**src/rtl/dwt_input_pkg.sv**
```systemverilog
// dwt_input_pkg
//   Shared definitions for the DWT input packer: pairing state encoding,
//   default geometry/precision constants, the pixel normalisation function
//   and the pair-counter width helper.
package dwt_input_pkg;

  typedef enum logic {
    EVEN = 1'b0,  // no sample held
    ODD  = 1'b1   // even-position sample held, waiting for its partner
  } state_t;

  localparam int unsigned PIXEL_WIDTH = 8;
  localparam int unsigned DATA_WIDTH  = 16;
  localparam int unsigned POINT       = 10;
  localparam int unsigned MAX_SIDE    = 512;

  // Width of a counter able to hold 0 .. side/2 pairs.
  function automatic int unsigned cnt_width(input int unsigned side);
    return $clog2(side / 2 + 1);
  endfunction

  // Width-generic core of the normalisation: remove the DC offset of an
  // unsigned pw-bit pixel, then scale so the pixel MSB lands just below
  // the binary point of a pt-fraction-bit fixed-point sample. Exact.
  function automatic logic signed [31:0] normalize_w(input logic [31:0] pixel,
                                                     input int unsigned pw,
                                                     input int unsigned pt);
    logic signed [31:0] centered;
    centered = $signed(pixel) - $signed(32'(1) << (pw - 1));
    return centered <<< (pt - pw);
  endfunction

  // Normalisation at the package default widths.
  function automatic logic [DATA_WIDTH-1:0] normalize(input logic [PIXEL_WIDTH-1:0] pixel);
    return DATA_WIDTH'(normalize_w(32'(pixel), PIXEL_WIDTH, POINT));
  endfunction

endpackage

```
**src/rtl/dwt_input_packer.sv**
```systemverilog
// dwt_input_packer
//   Front end of the 2-D 9/7 DWT pipeline. Level-shifts and normalises a
//   raster stream of unsigned pixels and packs horizontally adjacent
//   samples into {odd, even} pairs carrying frame/line markers. Flags
//   malformed framing with sticky error bits.
//
// Ports
//   clk_i, rst_i             clock, asynchronous active-high reset
//   s_ready_o/s_valid_i      pixel handshake
//   s_sof_i, s_eol_i         first pixel of frame, last pixel of line
//   s_data_i                 unsigned pixel
//   m_ready_i/m_valid_o      pair handshake towards the DWT core
//   m_sof_o, m_eol_o         pair is first of frame / last of line
//   m_data_o                 {odd, even} normalised samples
//   err_odd_width_o          sticky: line ended on an even-position pixel
//   err_sof_o                sticky: SOF arrived while a sample was held
//   err_overflow_o           sticky: line longer than MaximumSideSize
//   line_pairs_o             pair count of the last completed line
module dwt_input_packer
  import dwt_input_pkg::*;
#(
  parameter int unsigned PixelWidth      = PIXEL_WIDTH,
  parameter int unsigned DataWidth       = DATA_WIDTH,
  parameter int unsigned Point           = POINT,
  parameter int unsigned MaximumSideSize = MAX_SIDE
) (
  input  logic                                       clk_i,
  input  logic                                       rst_i,
  output logic                                       s_ready_o,
  input  logic                                       s_valid_i,
  input  logic                                       s_sof_i,
  input  logic                                       s_eol_i,
  input  logic [PixelWidth-1:0]                      s_data_i,
  input  logic                                       m_ready_i,
  output logic                                       m_valid_o,
  output logic                                       m_sof_o,
  output logic                                       m_eol_o,
  output logic [2*DataWidth-1:0]                     m_data_o,
  output logic                                       err_odd_width_o,
  output logic                                       err_sof_o,
  output logic                                       err_overflow_o,
  output logic [$clog2(MaximumSideSize/2+1)-1:0]     line_pairs_o
);

  localparam int unsigned          CntWidth = cnt_width(MaximumSideSize);
  localparam logic [CntWidth-1:0]  CntMax   = CntWidth'(MaximumSideSize / 2);

  state_t                 r_state;
  state_t                 w_state_next;

  logic [DataWidth-1:0]   w_norm;
  logic [DataWidth-1:0]   r_hold;
  logic                   r_hold_sof;

  logic                   r_m_valid;
  logic                   r_m_sof;
  logic                   r_m_eol;
  logic [2*DataWidth-1:0] r_m_data;

  logic                   r_err_odd;
  logic                   r_err_sof;
  logic                   r_err_ovf;
  logic [CntWidth-1:0]    r_cnt;
  logic [CntWidth-1:0]    r_line_pairs;

  logic                   w_accept;
  logic                   w_load;
  logic                   w_dup;
  logic                   w_hold_load;
  logic                   w_restart;
  logic                   w_pair_sof;
  logic                   w_pair_eol;
  logic [2*DataWidth-1:0] w_pair_data;

  logic [CntWidth-1:0]    w_cnt_base;
  logic                   w_cnt_sat;
  logic [CntWidth-1:0]    w_cnt_inc;

  assign w_norm    = DataWidth'(normalize_w(32'(s_data_i), PixelWidth, Point));

  // Output register is the only buffer: accept whenever it is empty or
  // being drained this cycle.
  assign s_ready_o = !r_m_valid || m_ready_i;
  assign w_accept  = s_valid_i && s_ready_o;

  always_ff @(posedge clk_i or posedge rst_i) begin
    if (rst_i) begin
      r_state <= EVEN;
    end else begin
      r_state <= w_state_next;
    end
  end

  always_comb begin
    w_state_next = r_state;
    w_load       = 1'b0;
    w_dup        = 1'b0;
    w_hold_load  = 1'b0;
    w_restart    = 1'b0;
    w_pair_sof   = 1'b0;
    w_pair_eol   = 1'b0;
    if (w_accept) begin
      unique case (r_state)
        EVEN: begin
          if (s_eol_i) begin
            // Lone even pixel closes the line: duplicate it into the odd slot.
            w_load     = 1'b1;
            w_dup      = 1'b1;
            w_pair_sof = s_sof_i;
            w_pair_eol = 1'b1;
          end else begin
            w_hold_load  = 1'b1;
            w_state_next = ODD;
          end
        end
        ODD: begin
          if (s_sof_i) begin
            // New frame started mid-pair: drop the held sample and restart
            // pairing with this pixel as the even sample.
            w_restart = 1'b1;
            if (s_eol_i) begin
              w_load       = 1'b1;
              w_dup        = 1'b1;
              w_pair_sof   = 1'b1;
              w_pair_eol   = 1'b1;
              w_state_next = EVEN;
            end else begin
              w_hold_load = 1'b1;
            end
          end else begin
            w_load       = 1'b1;
            w_pair_sof   = r_hold_sof;
            w_pair_eol   = s_eol_i;
            w_state_next = EVEN;
          end
        end
        default: w_state_next = EVEN;
      endcase
    end
  end

  assign w_pair_data = w_dup ? {w_norm, w_norm} : {w_norm, r_hold};

  // Counter value the new pair builds on; a mid-pair SOF restarts the line.
  assign w_cnt_base = w_restart ? '0 : r_cnt;
  assign w_cnt_sat  = (w_cnt_base == CntMax);
  assign w_cnt_inc  = w_cnt_sat ? CntMax : w_cnt_base + CntWidth'(1);

  always_ff @(posedge clk_i or posedge rst_i) begin
    if (rst_i) begin
      r_hold     <= '0;
      r_hold_sof <= 1'b0;
    end else if (w_hold_load) begin
      r_hold     <= w_norm;
      r_hold_sof <= s_sof_i;
    end
  end

  // One-entry ready/valid stage; data only changes on load, so it holds
  // steady while the core stalls.
  always_ff @(posedge clk_i or posedge rst_i) begin
    if (rst_i) begin
      r_m_valid <= 1'b0;
      r_m_sof   <= 1'b0;
      r_m_eol   <= 1'b0;
      r_m_data  <= '0;
    end else if (w_load) begin
      r_m_valid <= 1'b1;
      r_m_sof   <= w_pair_sof;
      r_m_eol   <= w_pair_eol;
      r_m_data  <= w_pair_data;
    end else if (m_ready_i) begin
      r_m_valid <= 1'b0;
    end
  end

  always_ff @(posedge clk_i or posedge rst_i) begin
    if (rst_i) begin
      r_cnt        <= '0;
      r_line_pairs <= '0;
      r_err_ovf    <= 1'b0;
    end else if (w_load) begin
      if (w_cnt_sat) begin
        r_err_ovf <= 1'b1;
      end
      if (w_pair_eol) begin
        r_line_pairs <= w_cnt_inc;
        r_cnt        <= '0;
      end else begin
        r_cnt <= w_cnt_inc;
      end
    end else if (w_restart) begin
      r_cnt <= '0;
    end
  end

  always_ff @(posedge clk_i or posedge rst_i) begin
    if (rst_i) begin
      r_err_odd <= 1'b0;
      r_err_sof <= 1'b0;
    end else begin
      if (w_load && w_dup) begin
        r_err_odd <= 1'b1;
      end
      if (w_restart) begin
        r_err_sof <= 1'b1;
      end
    end
  end

  assign m_valid_o       = r_m_valid;
  assign m_sof_o         = r_m_sof;
  assign m_eol_o         = r_m_eol;
  assign m_data_o        = r_m_data;
  assign err_odd_width_o = r_err_odd;
  assign err_sof_o       = r_err_sof;
  assign err_overflow_o  = r_err_ovf;
  assign line_pairs_o    = r_line_pairs;

endmodule

```
**config.mk**
```make
export PLATFORM = sky130hd
export DESIGN_NAME = dwt_input_packer
export DESIGN_NICKNAME = d
export VERILOG_FILES = /design/src/rtl/dwt_input_pkg.sv /design/src/rtl/dwt_input_packer.sv
export SDC_FILE = /design/constraint.sdc
export NUM_CORES = 1
export LEC_CHECK = 0
export ABC_AREA = 1
export CORE_ASPECT_RATIO = 0.5
export CORE_MARGIN = 2
export CORE_UTILIZATION = 47
export DETAILED_ROUTE_END_ITERATION = 7
export PLACE_DENSITY = 0.82
export SYNTH_ARGS = -nofsm -noshare
export SYNTH_HDL_FRONTEND = slang
export SYNTH_SLANG_ARGS = --single-unit
```
**constraint.sdc**
```tcl
create_clock -name clk_i -period 1.85 [get_ports clk_i]
set_input_delay 0.2775 -clock clk_i [delete_from_list [all_inputs] [get_ports clk_i]]
set_output_delay 0.2775 -clock clk_i [all_outputs]
set_load 0.1 [all_outputs]
```
## Word-level counts from Yosys, hierarchy flattened

Index checks and enable logic that the tools add are counted.

- Register bits after elaboration: 62
- Input port bits: 14

- $add $sub $neg: 2
- Eq/ne operators: 1
- Multiplexer cells: 28
- Bitwise gates (word level): 1
- Reductions and logical operators: 7

Operators with widths:

| cell | count |
|---|---|
| 9-bit two-way mux | 4 |
| 1-bit two-way mux | 18 |
| 16-bit two-way mux | 1 |
| 1-bit one-hot mux with 2 select lines | 5 |
| 9-bit by 1-bit adder with 9-bit output (second input constant) | 1 |
| 9-bit equality test (second input constant) | 1 |
| 8-bit by 8-bit subtractor with 9-bit output (second input constant) | 1 |
| 2-bit AND reduction | 2 |
| 1-bit logical AND | 2 |
| 2-bit nonzero test | 1 |
| 1-bit zero test | 1 |
| 1-bit logical OR | 1 |
| 1-bit inverter | 1 |

## Longest topological paths before layout

- Depth in word-level cells: 9
- Depth in mapped cells: 14
- Gate-level depth less buffers: 13

## Least setup slack after synthesis

OpenSTA, ideal clock, no wires.

- Path type: register to register
- Start: reg r_m_valid, in the netlist m_valid_o
- End: reg r_line_pairs[8], in the netlist line_pairs_o[8]
- Setup time: 120 ps
- Arrival time: 2713 ps
- Path slack: -983 ps
- Cell stages (with the launch flop): 14
- Buffers on the path: 1
- Cell sequence: dfrtp_1 -> nand2_2 -> nand3_2 -> buf_4 -> nand2_1 -> inv_1 -> ha_1 -> nand3_2 -> nor2_2 -> nand2_1 -> nand2_1 -> nand2_1 -> nand2_1 -> nand2_1

- Cells in the longest elaborated chain, start to end: 7
- Elaborated cells on any way between the ends: 11
- Those cells by class: 1 x add/sub; 1 x eq/ne; 5 x mux; 4 x reduce/logical

RTL lines:

| what | RTL line | source |
|---|---|---|
| start: declaration | dwt_input_packer.sv:55 | `logic r_m_valid;` |
| start signal: assignment | dwt_input_packer.sv:163 | `r_m_valid <= 1'b0;` |
| start signal: assignment | dwt_input_packer.sv:168 | `r_m_valid <= 1'b1;` |
| start signal: assignment | dwt_input_packer.sv:173 | `r_m_valid <= 1'b0;` |
| 1-bit zero test (*) | dwt_input_packer.sv:83 | `assign s_ready_o = !r_m_valid \|\| m_ready_i;` |
| 1-bit logical OR (*) | dwt_input_packer.sv:83 |  |
| via s_ready_o | dwt_input_packer.sv:29 | `output logic s_ready_o,` |
| 1-bit logical AND (*) | dwt_input_packer.sv:84 | `assign w_accept = s_valid_i && s_ready_o;` |
| 1-bit two-way mux | dwt_input_packer.sv:102 | `if (w_accept) begin` |
| 9-bit two-way mux | n/a |  |
| 9-bit by 1-bit adder with 9-bit output / 9-bit equality test (equally long branches) | dwt_input_packer.sv:147, dwt_input_packer.sv:146 |  |
| 9-bit two-way mux | dwt_input_packer.sv:147 | `assign w_cnt_inc = w_cnt_sat ? CntMax : w_cnt_base + CntWidth'(1);` |
| end signal: assignment | dwt_input_packer.sv:187 | `r_line_pairs <= w_cnt_inc;` |
| end: declaration | dwt_input_packer.sv:64 | `logic [CntWidth-1:0] r_line_pairs;` |

Mark *: on every way through the listed nets, which the timed path passes. The rest lies on a longest branch.
A chain may end at the register's enable or synchronous reset.

## Final worst setup path

- Start: in m_ready_i
- End: reg r_cnt[4]

- Cells in the longest elaborated chain, start to end: 8
- Elaborated cells on any way between the ends: 11
- Those cells by class: 1 x add/sub; 1 x eq/ne; 7 x mux; 2 x reduce/logical

RTL lines:

| what | RTL line | source |
|---|---|---|
| start: declaration | dwt_input_packer.sv:34 | `input logic m_ready_i,` |
| 1-bit logical OR (*) | dwt_input_packer.sv:83 |  |
| 1-bit logical AND (*) | dwt_input_packer.sv:84 |  |
| 1-bit two-way mux | dwt_input_packer.sv:102 |  |
| 9-bit two-way mux | n/a |  |
| 9-bit by 1-bit adder with 9-bit output / 9-bit equality test (equally long branches) | dwt_input_packer.sv:147, dwt_input_packer.sv:146 |  |
| 9-bit two-way mux | dwt_input_packer.sv:147 |  |
| 9-bit two-way mux | dwt_input_packer.sv:186 | `if (w_pair_eol) begin` |
| 9-bit two-way mux (*) | dwt_input_packer.sv:182 | `end else if (w_load) begin` |
| end signal: assignment | dwt_input_packer.sv:190 | `r_cnt <= w_cnt_inc;` |
| end: declaration | dwt_input_packer.sv:63 | `logic [CntWidth-1:0] r_cnt;` |

Every way passes the cells marked *; elsewhere a longest branch is shown, timed or not.

==> flow_metrics.env <==
export IMPL_cts_hold_buf=0
export IMPL_crit_path_top_delay_cell="clkdlybuf4s50_1"
export IMPL_vias=2033
export IMPL_critical_path_class="in -> reg"
export IMPL_worstReg2RegEnd="r_cnt[4]$_DFF_PP0_"
export IMPL_numPortBuffers=57
export IMPL_die_x_um=106
export IMPL_cp_top_family="buffers and inverters"
export IMPL_ioPinCount=62
export IMPL_antenna_found_initial=0
export IMPL_grt_max_degree=51
export IMPL_fillers=375
export IMPL_skew_ns=0.00380
export IMPL_critical_path_max_stage_delay_ns=0.46
export IMPL_clock_fmax_ghz=0.599
export IMPL_grt_pass1_wl_um=8880
export IMPL_ys_seq_area_frac=0.514
export IMPL_grt_ovfl_total=0
export IMPL_coreArea_um2=4950
export IMPL_start_util=0.491
export IMPL_vias_per_cell=4.92
export IMPL_rr_worst_depth=7
export IMPL_num_rows=18
export IMPL_cts_inserted_buffers=5
export IMPL_drv_slew=0
export IMPL_layout_min_cycle_time_ns=1.67
export IMPL_n_antenna_cell=0
export IMPL_startpoint_type="primary input"
export IMPL_final_setup_tns_ns=0
export IMPL_cts_buffer_depth=2
export IMPL_wirelength_um=5650
export IMPL_relSlewSlack=0.654
export IMPL_power_density_nw_per_um2=1450
export IMPL_synth_area_um2=2430
export IMPL_hold_ws_ns=0.330
export IMPL_rsz0062_at_grt="false"
export IMPL_final_area_um2=3340
export IMPL_syn2layout_area_growth_pct=37.4
export IMPL_maxCapViolations=0
export IMPL_yosysWarningCount=0
export IMPL_cts_sinks=50
export IMPL_drive_above_1_share=0.300
export IMPL_crit_path_start="m_ready_i"
export IMPL_critPathMaxFanout=3
export IMPL_drtIter0Drc=95
export IMPL_crit_chain="clkdlybuf4s50_1 -> clkinv_1 -> nand2_8 -> nand3_4 -> nand2_4 -> inv_2 -> ha_4 -> nand4_1 -> nand2_1 -> o21ai_1 -> o22ai_1"
export IMPL_rrSetupSlack_ns=0.19
export IMPL_cp_arrival_ns=1.84
export IMPL_p_leak_uw=0.00169
export IMPL_gp_congestion=0.839
export IMPL_outcome="completed"
export IMPL_cts_tree="yes"
export IMPL_synth_seq_cells=50
export IMPL_hold_viol_final=0
export IMPL_htreeDepth=2
export IMPL_reg2reg_from="r_state$_DFFE_PP0N_"
export IMPL_clk_latency_ns=0.30
export IMPL_syn_avg_cell_area_um2=8.69
export IMPL_post_drt_wl_per_cell_um=13.7
export IMPL_drc=0
export IMPL_worstMarginPinSlew_ns=0.518
export IMPL_synthCells=280
export IMPL_fin_util=0.675
export IMPL_nets=358
export IMPL_synth_distinct_cells=30
export IMPL_pre_cts_slack_ns=-0.132
export IMPL_finalSetupViolations=0
export IMPL_grt_total_usage=0.198
export IMPL_dieArea_um2=5800
export IMPL_min_path_type="in -> async"
export IMPL_path_buf_inv=3
export IMPL_cts_setup_buffers=0
export IMPL_drtAntennaViolNets=0
export IMPL_critPathCaptureType="register"
export IMPL_period_share=0.902
export IMPL_placed_cell_area_um2=3230
export IMPL_clk_pin_slew_ns=0.09
export IMPL_first_pass_iters=4
export IMPL_cts_resized=0
export IMPL_grt_pass1_vias=1936
export IMPL_ir_drop_mv=0.845
export IMPL_cts_root_buffer="clkbuf_8"
export IMPL_required_ns=2.02
export IMPL_place_hpwl_um=4240
export IMPL_die_y_um=54.9
export IMPL_setup_slack_ns=0.181
## through the flow
stage,power (uW),cells
2_1_floorplan,3410,283
3_5_place_dp,4120,405
6_report,4850,413
5_1_grt,5020,413
4_1_cts,4890,413
3_3_place_gp,4060,405
## layout make-up
cell class | count | area, um2 | share of cell area
sequential | 50 | 1250 | 0.375
tap | 70 | 87.6 | 0.0262
timing repair buffer | 77 | 823 | 0.246
clock buffer | 6 | 72.6 | 0.0217
inverter | 29 | 109 | 0.0326
clock inverter | 2 | 37.5 | 0.0112
multi-input combinational | 179 | 961 | 0.287
## placed cells by master (no fill, tap or decap), types with 4 or more instances in the layout
master	instances
buf_12	17
conb_1	4
inv_1	22
nand2_4	4
buf_4	47
inv_2	6
nor2_1	11
nand3_2	4
nand2_1	73
clkdlybuf4s50_1	13
nand3_1	18
dfrtp_1	49
o21ai_0	21
o21ai_1	20
clkbuf_8	5
## power breakdown
group          switching, uW  internal (uW)
logic                   1940            716
registers                143           1290
clock network            358            404
total                   2440           2410
## per-layer routing
layer | GRT usage | vias to the layer above | share of wire
li1 | - | 993 | -
met1 | 0.231 | 989 | 0.43
met2 | 0.382 | 49 | 0.53
met3 | 0.0417 | 2 | 0.038
met4 | 0.0658 | 0 | 0.0030
met5 | 0 | - | 0
## tightest hold or removal path, cell delays in order
cell	delay, ns
clkdlybuf4s50_1	0.41
inv_2	0.07
buf_12	0.26
## cell usage after synthesis
cell type	count	share of area
or2_2	1	0.0026
nand2_2	4	0.010
nor2_2	3	0.0077
dfrtp_1	50	0.51
o211ai_1	1	0.0031
clkbuf_1	1	0.0015
nand4_1	2	0.0051
o21ai_1	20	0.041
nand3b_4	1	0.0082
a31oi_1	1	0.0026
nand2_4	2	0.0093
clkinv_1	1	0.0015
nand3_1	19	0.039
mux2_2	1	0.0046
clkbuf_2	1	0.0021
nand3_2	4	0.016
o21ai_0	21	0.043
buf_6	1	0.0046
inv_1	25	0.039
inv_2	3	0.0046
o22ai_1	2	0.0051
a21oi_4	1	0.0067
o21bai_2	1	0.0046
conb_1	1	0.0015
nand2_1	75	0.12
buf_2	3	0.0062
nor2_4	3	0.014
nor2_1	11	0.017
buf_4	19	0.059
ha_1	2	0.010
## logic make-up (layout without fill, tap and decap cells)
kind of cell,after synthesis,after routing,synth area share
AND/OR/NAND/NOR,125,125,0.245
flip-flops,50,50,0.514
buffers and inverters,54,114,0.118
multiplexers,1,1,0.00463
AO/OA/AOI/OAI,47,47,0.106
adder cells (fa/ha/maj),2,2,0.0103
other,1,4,0.00154
## flip-flops by register name, indices dropped and copies added (netlist names)
register         count
err_odd_width_o      1
err_overflow_o       1
err_sof_o            1
line_pairs_o         9
m_data_o            16
m_eol_o              1
m_sof_o              1
m_valid_o            1
r_cnt                9
r_hold               8
r_hold_sof           1
r_state              1
## worst max-delay path by stage
stage | cells after the start | end | slack [ns]
floorplan | 13 | line_pairs_o[8]$_DFFE_PP0P_ | -0.22
global placement | 11 | r_cnt[4]$_DFF_PP0_ | -0.09
detailed placement | 11 | r_cnt[4]$_DFF_PP0_ | -0.13
CTS | 11 | r_cnt[4]$_DFF_PP0_ | 0.19
global route | 11 | line_pairs_o[8]$_DFFE_PP0P_ | 0.09
finish | 11 | r_cnt[4]$_DFF_PP0_ | 0.18
No activity file was read; power rests on OpenSTA's default activity.
